$ cat src/rtl/fork_join_ctrl.sv
// Fork/join sequencer: launches up to SUBCORE_NUM sub cores in index order,
// then stalls the main core on Join until every launched core has finished.
module fork_join_ctrl #(
  parameter int SUBCORE_NUM = 4
) (
  input  logic                   clk,
  input  logic                   rstn,
  input  logic                   fork_req,
  input  logic [31:0]            fork_pc,
  input  logic [31:0]            fork_count,
  input  logic                   join_req,
  input  logic [SUBCORE_NUM-1:0] sub_ready,
  input  logic [SUBCORE_NUM-1:0] sub_done,
  output logic [SUBCORE_NUM-1:0] sub_start,
  output logic [31:0]            sub_pc,
  output logic [31:0]            sub_arg,
  output logic                   interlock,
  output logic [SUBCORE_NUM-1:0] busy,
  output logic                   join_done,
  output logic                   err
);

  // state  | meaning
  // IDLE   | nothing outstanding; accepts fork and join
  // LAUNCH | starting sub cores one per handshake; main core stalled
  // RUN    | launched cores running; main core free
  // JOIN   | waiting for launched cores to finish; main core stalled
  localparam logic [1:0] ST_IDLE   = 2'd0;
  localparam logic [1:0] ST_LAUNCH = 2'd1;
  localparam logic [1:0] ST_RUN    = 2'd2;
  localparam logic [1:0] ST_JOIN   = 2'd3;

  localparam int IW = (SUBCORE_NUM > 1) ? $clog2(SUBCORE_NUM) : 1;
  localparam int CW = $clog2(SUBCORE_NUM + 1);

  logic [1:0]             state, state_nxt;
  logic [IW-1:0]          idx, idx_nxt;
  logic [CW-1:0]          cnt, cnt_nxt;
  logic [31:0]            pc_q, pc_nxt;
  logic [SUBCORE_NUM-1:0] busy_nxt;
  logic [SUBCORE_NUM-1:0] done_q, done_nxt, done_set;
  logic                   err_nxt;
  logic                   join_done_nxt;
  logic                   join_eff;
  logic                   hs;
  logic                   last;
  logic                   all_done;

  // A simultaneous fork wins; the join is dropped (and flagged below).
  assign join_eff = join_req & ~fork_req;
  assign done_set = sub_done & busy;
  assign all_done = ((busy & ~(done_q | done_set)) == '0);
  assign hs       = (state == ST_LAUNCH) && sub_ready[idx];
  assign last     = ((32'(idx) + 32'd1) == 32'(cnt));

  assign interlock = (state == ST_LAUNCH) || (state == ST_JOIN);
  assign sub_pc    = pc_q;
  assign sub_arg   = 32'(idx);

  always_comb begin
    for (int i = 0; i < SUBCORE_NUM; i++) begin
      sub_start[i] = (state == ST_LAUNCH) && (idx == IW'(i));
    end
  end

  always_comb begin
    state_nxt     = state;
    idx_nxt       = idx;
    cnt_nxt       = cnt;
    pc_nxt        = pc_q;
    busy_nxt      = busy;
    done_nxt      = done_q | done_set;
    err_nxt       = err;
    join_done_nxt = 1'b0;

    if (fork_req && join_req) begin
      err_nxt = 1'b1;
    end
    if (fork_req && (state != ST_IDLE)) begin
      err_nxt = 1'b1;
    end
    if (join_eff && ((state == ST_LAUNCH) || (state == ST_JOIN))) begin
      err_nxt = 1'b1;
    end

    case (state)
      ST_IDLE: begin
        if (fork_req && (fork_count != 32'd0)) begin
          pc_nxt    = fork_pc;
          cnt_nxt   = (fork_count >= 32'(SUBCORE_NUM)) ? CW'(SUBCORE_NUM)
                                                       : fork_count[CW-1:0];
          idx_nxt   = '0;
          state_nxt = ST_LAUNCH;
        end else if (join_eff) begin
          join_done_nxt = 1'b1;
        end
      end
      ST_LAUNCH: begin
        if (hs) begin
          busy_nxt[idx] = 1'b1;
          done_nxt[idx] = 1'b0;
          if (last) begin
            state_nxt = ST_RUN;
          end else begin
            idx_nxt = idx + 1'b1;
          end
        end
      end
      ST_RUN: begin
        if (join_eff) begin
          if (all_done) begin
            state_nxt     = ST_IDLE;
            busy_nxt      = '0;
            done_nxt      = '0;
            join_done_nxt = 1'b1;
          end else begin
            state_nxt = ST_JOIN;
          end
        end
      end
      default: begin
        if (all_done) begin
          state_nxt     = ST_IDLE;
          busy_nxt      = '0;
          done_nxt      = '0;
          join_done_nxt = 1'b1;
        end
      end
    endcase
  end

  always_ff @(posedge clk) begin
    if (!rstn) begin
      state     <= ST_IDLE;
      idx       <= '0;
      cnt       <= '0;
      pc_q      <= '0;
      busy      <= '0;
      done_q    <= '0;
      err       <= 1'b0;
      join_done <= 1'b0;
    end else begin
      state     <= state_nxt;
      idx       <= idx_nxt;
      cnt       <= cnt_nxt;
      pc_q      <= pc_nxt;
      busy      <= busy_nxt;
      done_q    <= done_nxt;
      err       <= err_nxt;
      join_done <= join_done_nxt;
    end
  end

endmodule

$ cat config.mk
export PLATFORM = sky130hd
export DESIGN_NAME = fork_join_ctrl
export DESIGN_NICKNAME = d
export VERILOG_FILES = /design/src/rtl/fork_join_ctrl.sv
export SDC_FILE = /design/constraint.sdc
export NUM_CORES = 1
export LEC_CHECK = 0
export BUFFER_PORTS_ARGS = -buffer_cell sky130_fd_sc_hd__buf_2
export CORE_MARGIN = 2
export CORE_UTILIZATION = 43
export DETAILED_ROUTE_END_ITERATION = 12
export HOLD_SLACK_MARGIN = 0.02
export PLACE_DENSITY = 0.8
export SYNTH_ARGS = -nofsm -noshare
export SYNTH_HDL_FRONTEND = slang
export SYNTH_SLANG_ARGS = --single-unit
$ cat constraint.sdc
create_clock -name clk -period 2.4 [get_ports clk]
set_input_delay 0.24 -clock clk [delete_from_list [all_inputs] [get_ports clk]]
set_output_delay 0.24 -clock clk [all_outputs]
set_load 0.02 [all_outputs]
Yosys cells after proc, flatten, opt, wreduce, memory -nomap -nowiden
Index checks and enable logic that the tools add are counted.
- $add $sub $neg: 2
- $lt $le $gt $ge: 3
- eq/ne operators: 12
- multiplexer cells: 32
- bitwise gates (word level): 10
- reductions and logical operators: 23
- operator list (kind ; count):
    32-bit by 3-bit >= comparator with 1-bit output (second input constant) ; 1
    32-bit nonzero test ; 1
    4-bit two-way mux ; 6
    4-bit one-hot mux with 3 select lines ; 2
    2-bit two-way mux ; 9
    4-bit AND ; 3
    1-bit logical AND ; 10
    2-bit != test (second input constant) ; 5
    1-bit two-way mux ; 9
    2-bit equality test (second input constant) ; 4
    4-bit NOT ; 2
    4-bit bitwise OR ; 2
    2-bit one-hot mux with 3 select lines ; 1
    5-bit AND reduction ; 1
    2-bit by 1-bit equality test with 1-bit output (second input constant) ; 2
    2-bit zero test ; 2
    4-bit zero test ; 1
    2-bit one-hot mux with 2 select lines ; 1
    4-bit AND reduction ; 1
    2-bit nonzero test ; 2
    4-bit nonzero test ; 1
    2-bit by 1-bit adder with 3-bit output (second input constant) ; 1
    3-bit equality test ; 1
    2-bit by 3-bit < comparator with 1-bit output (second input constant) ; 1
    12 further kinds ; 13
- register bits after elaboration: 49
- input bits: 76
- output and inout port bits: 75
- logic and storage cells: 90

Depth between registers and ports, before layout
Gate-level depths: netlist (run 1).
- depth in word-level cells: 8
- mapped depth: 7
- depth with buffers taken out: 7

Least setup slack after synthesis (run 1)
No wires, ideal clock.
- kind: reg2reg
- start: reg idx[0]
- end: reg state[0]
- setup time: 0.124 ns
- arrival time: 1.810 ns
- data required time: 2.276 ns
- setup slack: 0.466 ns
- stages on the path, launching flop included: 8
- buffers on the path: 0
- clock period less this slack: 1.934 ns
- path through: dfxtp_1 -> inv_1 -> ha_1 -> xnor2_1 -> nand3_1 -> a221oi_1 -> nor3b_1 -> a211oi_1
- cells in the longest elaborated chain, start to end: 5
- elaborated cells between the ends (all ways): 8
- those cells by class: add/sub: 1; eq/ne: 3; mux: 2; reduce/logical: 2
- ends and longest elaborated chain (element ; line ; RTL):
    start, declared ; 37 ; logic [IW-1:0] idx, idx_nxt;
    start signal, assigned ; 144 ; idx <= idx_nxt;
    parallel branches: the longest is 4 deep, another holds 2-bit by 1-bit adder with 3-bit output ; n/a ;
    5-bit AND reduction (no source line) * ; n/a ;
    end signal, assigned ; 143 ; state <= state_nxt;
    end, declared ; 36 ; logic [1:0] state, state_nxt;
Every way passes the cells marked *. The select of a mux whose other input is x is not followed.
A chain may end at the register's enable or synchronous reset.

Worst setup path after layout (run 1)
Ends and elaborated chain as after synthesis.

==> metrics.md, run 1 <==
| Metric | Value |
|---|---|
| CTS tree | built |
| Post-layout nets | 490 |
| Largest net degree at the start of global routing | 71 |
| Starting Density | 44.5% |
| Vias | 2347 |
| Fmax | 0.480 GHz |
| Vias in the first global route | 2277 |
| Chip width | 79.3 µm |
| Number of max-cap violations | 0 |
| Total Wirelength | 5.73 mm |
| First-pass GRT wire length | 9.54 mm |
| Rows | 27 |
| Finished Layout Cells | 483 |
| FF-to-FF setup slack | 320 ps |
| Setup repair bufs after CTS | 0 |
| Worst-path clk slew | 90 ps |
| Synth async-reset ratio | 0% |
| Count of final hold-check violations | 0 |
| Crit-path max cell delay | 480 ps |
| Outcome | complete, no violations |
| Post-cts sizing count | 0 |
| TNS Setup | 0 ps |
| Flops & latches, synth | 49 |
| Rel. slew slack | 44.1% |
| Hold Path Class | in -> reg |
| Final Slew Violations | 0 |
| Die ar. | 0.00628 mm² |
| Worst path required time | 2580 ps |
| Fill cell count | 547 |
| Vias/cell | 4.86 |
| Post-synthesis cell count | 300 |
| CP endpoint kind | flop |
| Syn Area/Cell | 8.12 µm² |
| EDFF count, synth | 0 |
| Critical path type | reg -> reg |
| Tcrit/Tclk final | 86.9% |
| Slowest-stage cell, CP | dfxtp_1 |
| CP delay by family, top | compound AO/OA/AOI/OAI gates |
| Total global-route track usage | 18.6% |
| Io pins | 151 |
| CP Cell Sequence | inv_1 > ha_1 > xnor2_1 > nand3_1 > a221oi_1 > nor3b_1 > a211oi_1 |
| DR WL/cell | 11.9 µm |
| Worst skew pair latency | 290 ps |
| Iteration-0 DRC Markers | 100 |
| Core ar. | 0.00547 mm² |
| Synthesized area | 0.00243 mm² |
| GPL Wtd Cong | 0.859 |
| Die H | 79.3 µm |
| Multi-input logic area | 0.00120 mm² |
| Endpoints failing setup | 0 |
| Startpoint Class | flop |
| Worst-Margin Slew | 831 ps |
| Tot Pwr | 2.06 mW |
| Clk sinks | 49 |
| Seq/Total Area, Yosys | 40.3% |
| Buf/Inv on CP | 1 |
| Share of cells above drive strength 1 | 32.6% |
| Ys flop type | dfxtp_1 |
| Pleak | 1.46 nW |
| Detailed Routing Iterations Pass 1 | 4 |
| Commonest non-fill, non-tap cell in the layout | buf_2 |
| Worst-path fanout max | 7 |
| Initial antenna violation count | 0 |
| Area delta synth->final | 25.1% |
| Clk buf depth | 2 |
| DRC | 0 |
| WHS | 176 ps |
| HPWL after detailed placement | 4.41 mm |
| Cts bufs inserted | 5 |
| Min Tclk post-route | 2080 ps |
| Worst vdd ir | 0.000460 V |
| Area occupied by registers | 981 µm² |
| Crit path DAT | 2270 ps |
| Count of input and output buffers | 120 |
| Hold_buf cts | 0 |
| Unrepaired setup endpoints after global routing | false |
| H-tree level count | 2 |
| Post-placement cell count | 475 |
| Diode count | 0 |
| Final Util | 55.7% |
| GRT Residual Overflow | 0 |
| CTS Root Buffer Type | clkbuf_8 |
| Most frequent cells in the layout | buf_2, dfxtp_1, nand3_1 |
| Pwr/cell area | 675 mW/mm² |
| Unique masters post-synth | 36 |
| Yosys warns | 0 |
| Detail Route Antenna Nets | 0 |
| Skew final | 3.53 ps |
[logic make-up (layout without fill, tap and decap cells)]
family | after synthesis | after routing | synth area share, %
simple gates | 119 | 119 | 23.1
compound gates | 66 | 66 | 16.4
buf+inv | 55 | 137 | 15.0
flops | 49 | 49 | 40.3
fa+ha+maj | 4 | 4 | 2.06
xor+xnor | 3 | 3 | 1.08
mux | 3 | 3 | 1.90
other cells | 1 | 30 | 0.154
[sequential cells by signal (all words and copies together) (netlist names)]
signal	count
done_q	4
busy	4
idx	2
state	2
err	1
cnt	3
join_done	1
sub_pc	32
[worst register-to-register path, stage by stage, from the launching register on]
cell	delay, ps
dfxtp_1	480
inv_1	120
ha_1	340
xnor2_1	150
nand3_1	140
a221oi_1	430
nor3b_1	250
a211oi_1	70
[final cells by class]
type                       count  share of cell area, %
clock inverter                 2                   1.23
timing repair buffer         123                   20.9
clock buffer                   6                   2.71
multi-input combinational    225                   39.3
inverter                       6                  0.739
sequential                    49                   32.2
tap                           72                   2.96
[synthesized netlist by cell type (6+ instances only)]
cell type  count  area (µm²)
buf_4         30         225
a21oi_1        6        30.0
nand2_1       37         139
inv_1          6        22.5
dfxtp_1       49         981
nand3_1       40         200
a211oi_1       6        45.0
nor4_1         9        56.3
nor2_1        14        52.6
o21ai_0       35         175
clkbuf_1       7        26.3
[power breakdown]
part | internal, mW | switching (mW)
combinational | 0.186 | 0.338
clock | 0.339 | 0.265
sequential | 0.883 | 0.0456
total | 1.41 | 0.648
[path summary, 6_finish.rpt]
| kind | end | start | depth (start not counted) |
|---|---|---|---|
| worst min-delay path | sub_pc[27] | fork_pc[27] | 3 |
| worst min register to register | sub_pc[31] | sub_pc[31] | 2 |
| worst max register to register | state[0] | idx[0] | 7 |
| worst max-delay path | state[0] | idx[0] | 7 |
[per-stage QoR]
| step | cell area (µm²) | setup slack (ps) |
|---|---|---|
| after floorplan | 2540 | 466 |
| after global placement | 2930 | 537 |
| after detailed placement | 2930 | 354 |
| after CTS | 3050 | 336 |
| after global routing | 3050 | 167 |
| final | 3050 | 315 |
[metal layers]
| layer | global-route usage, % | up-vias | share of wire, % |
|---|---|---|---|
| met5 | 0 | - | 0 |
| met4 | 5.86 | 0 | 0.42 |
| met3 | 4.43 | 2 | 8.3 |
| met2 | 33.7 | 105 | 49 |
| met1 | 21.3 | 1034 | 42 |
| li1 | - | 1206 | - |
(Power assumes the default switching activity.)
==> inputs of run 2 (changes only) <==
Settings changed: PLACE_DENSITY 0.8 to 0.9.
Clock period 2.4 ns to 2.2 ns, I/O delays scaled along.
==> metrics.md, run 2 (synthesis gave the netlist of run 1 again) <==
| Metric | Value |
|---|---|
| Outcome | complete, no violations |
| M1 WL | 2.36 mm (-1.9%) |
| Metal3 WL | 422 µm (-11%) |
| Worst path required time | 2420 ps (-160 ps) |
| Finished Layout Cells | 483 (unchanged) |
| Slowest-stage cell, CP | a211oi_1 |
| HPWL after detailed placement | 4.33 mm (-1.8%) |
| Worst vdd ir | 0.000349 V (-24%) |
| Final Slew Violations | 0 (unchanged) |
| Top layer in use | met4 |
| Initial antenna violation count | 0 (unchanged) |
| Io pins | 151 (unchanged) |
| Worst-Margin Slew | 846 ps (+14.4 ps) |
| Endpoints failing setup | 0 (unchanged) |
| Placed Area | 0.00293 mm² (+0.26%) |
| CP Cell Sequence | inv_1 > ha_1 > xnor2_1 > nand3_1 > o21ai_0 > a211oi_1 > mux2i_1 |
| Vias in the first global route | 2177 (-4.4%) |
| Total Wirelength | 5.57 mm (-2.9%) |
| Pleak | 1.45 nW (-0.61%) |
| Crit path DAT | 2130 ps (-140 ps) |
| WHS | 159 ps (-17.3 ps) |
| CTS Root Buffer Type | clkbuf_8 |
| Share of cells above drive strength 1 | 32.8% (+0.24 points) |
| Met2 wire length | 2.74 mm (-3.1%) |
| Tcrit/Tclk final | 86.8% (-0.12 points) |
| First-pass GRT wire length | 9.06 mm (-5.0%) |
| Detailed Routing Iterations Pass 1 | 4 (unchanged) |
| GPL Wtd Cong | 0.869 (+1.2%) |
| TNS Setup | 0 ps (unchanged) |
| Cts bufs inserted | 5 (unchanged) |
| Final instance area | 0.00303 mm² (-0.70%) |
| H-tree level count | 2 (unchanged) |
| Worst setup margin | 291 ps (-23.6 ps) |
| Setup repair bufs after CTS | 0 (unchanged) |
| Final Util | 55.3% (-0.39 points) |
| Buf/Inv on CP | 1 (unchanged) |
| Hold Path Class | in -> reg |
| Vias/cell | 4.85 (-0.21%) |
| Fmax | 0.524 GHz (+9.2%) |
| Rel. slew slack | 43.2% (-0.97 points) |
| Area delta synth->final | 24.3% |
| Starting Density | 44.5% (unchanged) |
| Post-layout nets | 491 (+0.20%) |
| Post-placement cell count | 476 (+0.21%) |
| Die H | 79.3 µm (unchanged) |
| Detail Route Antenna Nets | 0 (unchanged) |
| Tot Pwr | 2.11 mW (+2.7%) |
| DP Worst Slack | 204 ps (-150 ps) |
| Count of final hold-check violations | 0 (unchanged) |
| DRC | 0 (unchanged) |
| Total global-route track usage | 17.6% (-0.97 points) |
| CP endpoint kind | flop |
| Chip width | 79.3 µm (unchanged) |
| Commonest non-fill, non-tap cell in the layout | buf_2 |
| DR WL/cell | 11.5 µm (-2.9%) |
| Clk buf depth | 2 (unchanged) |
| Crit-path max cell delay | 430 ps (-50 ps) |
| Number of max-cap violations | 0 (unchanged) |
| Largest net degree at the start of global routing | 71 (unchanged) |
| Hold_buf cts | 0 (unchanged) |
| Rows | 27 (unchanged) |
| Pwr/cell area | 698 mW/mm² (+3.5%) |
| Vias | 2342 (-0.21%) |
| Count of input and output buffers | 120 (unchanged) |
| Min Tclk post-route | 1910 ps (-176 ps) |
| Worst skew pair latency | 290 ps (about the same) |
| Most frequent cells in the layout | buf_2, dfxtp_1, nand3_1 |
| Iteration-0 DRC Markers | 92 (-8.0%) |
| Die ar. | 0.00628 mm² (unchanged) |
| Unrepaired setup endpoints after global routing | false |
| CP delay by family, top | compound AO/OA/AOI/OAI gates |
| Core ar. | 0.00547 mm² (unchanged) |
| Startpoint Class | flop |
| Critical path type | reg -> reg |
| GRT Residual Overflow | 0 (unchanged) |
| Skew final | 2.87 ps (-0.655 ps) |
| CTS tree | built |
| Max FFs per register | 32 (unchanged) |
| Worst-path fanout max | 7 (unchanged) |
| Diode count | 0 (unchanged) |
| Worst-path clk slew | 80 ps (about the same) |
| Clk sinks | 49 (unchanged) |
run 2: area by class of cell:
type	instances	area, µm²
Fill cell	511	2450
Multi-Input combinational cell	225	1200
Inverter	6	22.5
Tap cell	72	90.1
Sequential cell	49	982
Clock buffer	6	82.6
Timing Repair Buffer	124	643
Clock inverter	1	7.51
run 2: repair_timing:
action | 4_1_cts | 5_1_grt
endpoints found under the hold margin | 0 | 0
endpoints found under the setup margin | 0 | 1
gates resized for setup | 0 | 1
run 2: worst reg2reg max path: stages, from the launching register on:
cell	delay, ps
dfxtp_2	410
inv_1	100
ha_1	320
xnor2_1	130
nand3_1	120
o21ai_0	100
a211oi_1	430
mux2i_1	230
run 2: final timing paths:
kind                                  start          to  slack (ps)  depth (start not counted)
worst max-delay path                 idx[0]      idx[1]         290                          7
worst min-delay path            fork_pc[31]  sub_pc[31]         160                          3
worst max register to register       idx[0]      idx[1]         290                          7
worst min register to register   sub_pc[31]  sub_pc[31]         460                          2
run 2: per-layer routing:
metal	track usage, %	vias up
met5	0	-
met4	5.52	0
met3	5.23	4
met2	31.6	84
met1	19.9	1051
li1	-	1203
run 2: power by group:
part | leakage, nW | switching (mW) | total [mW] | internal [mW]
Sequential | 0.402 | 0.0491 | 1.01 | 0.964
Clock | 0.0433 | 0.281 | 0.529 | 0.249
Combinational | 1.01 | 0.366 | 0.570 | 0.204
==> inputs of run 3 (changes only) <==
--- a/config.mk
+++ b/config.mk
@@ -11,2 +11,3 @@
 export DETAILED_ROUTE_END_ITERATION = 12
+export GPL_TIMING_DRIVEN = 0
 export HOLD_SLACK_MARGIN = 0.02
==> constraint.sdc (replaced) <==
create_clock -name clk -period 2.2 [get_ports clk]
set_input_delay 0.33 -clock clk [delete_from_list [all_inputs] [get_ports clk]]
set_output_delay 0.33 -clock clk [all_outputs]
set_load 0.02 [all_outputs]
==> metrics.md, run 3 (synthesis gave the netlist of run 1 again) <==
| Metric | Value |
|---|---|
| Diode count | 0 (unchanged) |
| Min Tclk post-route | 2050 ps (+146 ps) |
| Worst skew pair latency | 300 ps (about the same) |
| Vias in the first global route | 2387 (+9.6%) |
| Setup repair bufs after CTS | 0 (unchanged) |
| Worst-Margin Slew | 879 ps (+33.3 ps) |
| Area occupied by registers | 981 µm² (-0.13%) |
| Total Wirelength | 6.39 mm (+15%) |
| Skew final | 4.08 ps (+1.21 ps) |
| Fmax | 0.487 GHz (-7.1%) |
| Sw frac | 34.1% (+1.2 points) |
| CTS tree | built |
| Seq pwr share | 46.2% (-1.7 points) |
| Detail Route Antenna Nets | 0 (unchanged) |
| Worst path required time | 2430 ps (about the same) |
| Rel. slew slack | 40.9% (-2.2 points) |
| Final Slew Violations | 0 (unchanged) |
| Iteration-0 DRC Markers | 105 (+14%) |
| FF-to-FF path depth | 7 (unchanged) |
| Worst-path clk slew | 90 ps (about the same) |
| Top layer in use | met4 |
| DR WL/cell | 12.1 µm (+5.0%) |
| Worst vdd ir | 0.000369 V (+5.8%) |
| WHS | 251 ps (+91.9 ps) |
| Met2 wire length | 3.22 mm (+18%) |
| Final instance area | 0.00332 mm² (+9.8%) |
| GPL Wtd Cong | 0.838 (-3.6%) |
| Multi-input logic area | 0.00120 mm² (+0.42%) |
| Crit path DAT | 2280 ps (+150 ps) |
| Most frequent cells in the layout | buf_2, dfxtp_1, nand3_1 |
| Chip width | 79.3 µm (unchanged) |
| Number of max-cap violations | 0 (unchanged) |
| Placed Area | 0.00323 mm² (+10%) |
| CTS Root Buffer Type | clkbuf_8 |
| Post-placement cell count | 520 (+9.2%) |
| Post-layout nets | 535 (+9.0%) |
| Total global-route track usage | 20.1% (+2.5 points) |
| Hold Path Class | in -> reg |
| Tcrit/Tclk final | 93.4% (+6.6 points) |
| Initial antenna violation count | 0 (unchanged) |
| DRC | 0 (unchanged) |
| M1 WL | 2.64 mm (+12%) |
| Count of input and output buffers | 119 (-0.83%) |
| Critical path type | reg -> reg |
| Endpoints failing setup | 0 (unchanged) |
| Starting Density | 44.5% (unchanged) |
| Die ar. | 0.00628 mm² (unchanged) |
| GRT Residual Overflow | 0 (unchanged) |
| Rows | 27 (unchanged) |
| Outcome | complete, no violations |
| Hold worst-path end | sub_pc[28] |
| Startpoint Class | flop |
| Vias | 2549 (+8.8%) |
| Hold Startpoint | fork_pc[28] |
| CP endpoint kind | flop |
| Cts bufs inserted | 5 (unchanged) |
| Pleak | 1.65 nW (+14%) |
| Worst-path fanout max | 7 (unchanged) |
| Internal power | 1.45 mW (+2.2%) |
| Share of cells above drive strength 1 | 37.7% (+4.9 points) |
| Reg-to-reg startpoint | idx[0] |
| Switching power total | 749 µW (+7.7%) |
| Area delta synth->final | 36.4% |
| Finished Layout Cells | 528 (+9.3%) |
| Detailed Routing Iterations Pass 1 | 5 (+1) |
| Unrepaired setup endpoints after global routing | false |
| Commonest non-fill, non-tap cell in the layout | buf_2 |
| Core ar. | 0.00547 mm² (unchanged) |
| Hold depth | 3 (unchanged) |
| Die H | 79.3 µm (unchanged) |
| Vias/cell | 4.83 (-0.44%) |
| FF-to-FF setup slack | 150 ps (-150 ps) |
| Logic pwr share | 29.8% (+2.8 points) |
| Clk sinks | 49 (unchanged) |
| TNS Setup | 0 ps (unchanged) |
| Clk buf depth | 2 (unchanged) |
| Pwr/cell area | 661 mW/mm² (-5.3%) |
| H-tree level count | 2 (unchanged) |
| Io pins | 151 (unchanged) |
| Max FFs per register | 32 (unchanged) |
| Metal3 WL | 434 µm (+2.8%) |
| Largest net degree at the start of global routing | 16 (-77%) |
| Fill cell count | 515 (+0.78%) |
| Final Util | 60.7% (+5.4 points) |
| HPWL after detailed placement | 4.94 mm (+14%) |
| RR Endpoint | idx[1] |
| Count of final hold-check violations | 0 (unchanged) |
| Clk pwr share | 24.0% (-1.1 points) |
| First-pass GRT wire length | 10.2 mm (+13%) |
==> run 3: worst max-delay path by stage <==
stage | slack (ps) | depth (start not counted) | startpoint | end
floorplan | 270 | 7 | idx[0] | state[0]
global placement | 120 | 6 | fork_count[18] | sub_pc[7]
detailed placement | 40 | 6 | fork_count[2] | sub_pc[13]
CTS | 50 | 7 | idx[0] | idx[1]
global route | 9 | 7 | idx[0] | state[0]
finish | 150 | 7 | idx[0] | idx[1]
==> run 3: through the flow <==
step	power, mW	setup WS (ps)
2_1_floorplan	1.47	266
3_3_place_gp	1.66	117
3_5_place_dp	1.68	35.6
4_1_cts	2.21	54.9
5_1_grt	2.32	9.03
6_report	2.20	146
==> run 3: final cells by class <==
type | instances | share of cell area [%]
buffer | 49 | 10.3
clock buffer | 6 | 2.18
clock inverter | 2 | 0.452
inverter | 6 | 0.678
multi-input combinational | 225 | 36.2
sequential | 49 | 29.5
tap | 72 | 2.71
timing repair buffer | 119 | 17.9
==> run 3: power groups by stage <==
| stage | Clock, mW | Combinational, mW | Sequential (mW) |
|---|---|---|---|
| after global placement | 0 | 0.634 | 1.03 |
| after detailed placement | 0 | 0.650 | 1.03 |
| after CTS | 0.540 | 0.653 | 1.01 |
| after floorplan | 0 | 0.357 | 1.11 |
| final | 0.527 | 0.655 | 1.01 |
| after global routing | 0.576 | 0.721 | 1.02 |
==> run 3: worst max-delay path: stages (launching register included) <==
cell and delay, ps:
dfxtp_1 520, inv_1 140, ha_1 350, xnor2_1 140, nand3_1 120, o21ai_0 120
a211oi_2 360, mux2i_1 240
==> run 3: timing repair <==
item | 4_1_cts | 5_1_grt
setup endpoints to repair | 0 | 2
endpoints found under the hold margin | 0 | 0
hold buffers | 0 | 0
resized for setup | 0 | 1
==> run 3: metal layers <==
| layer | track usage (%) | vias to the layer above |
|---|---|---|
| met4 | 6.21 | 0 |
| met3 | 5.00 | 10 |
| met5 | 0 | - |
| met1 | 22.5 | 1149 |
| li1 | - | 1297 |
| met2 | 37.1 | 93 |
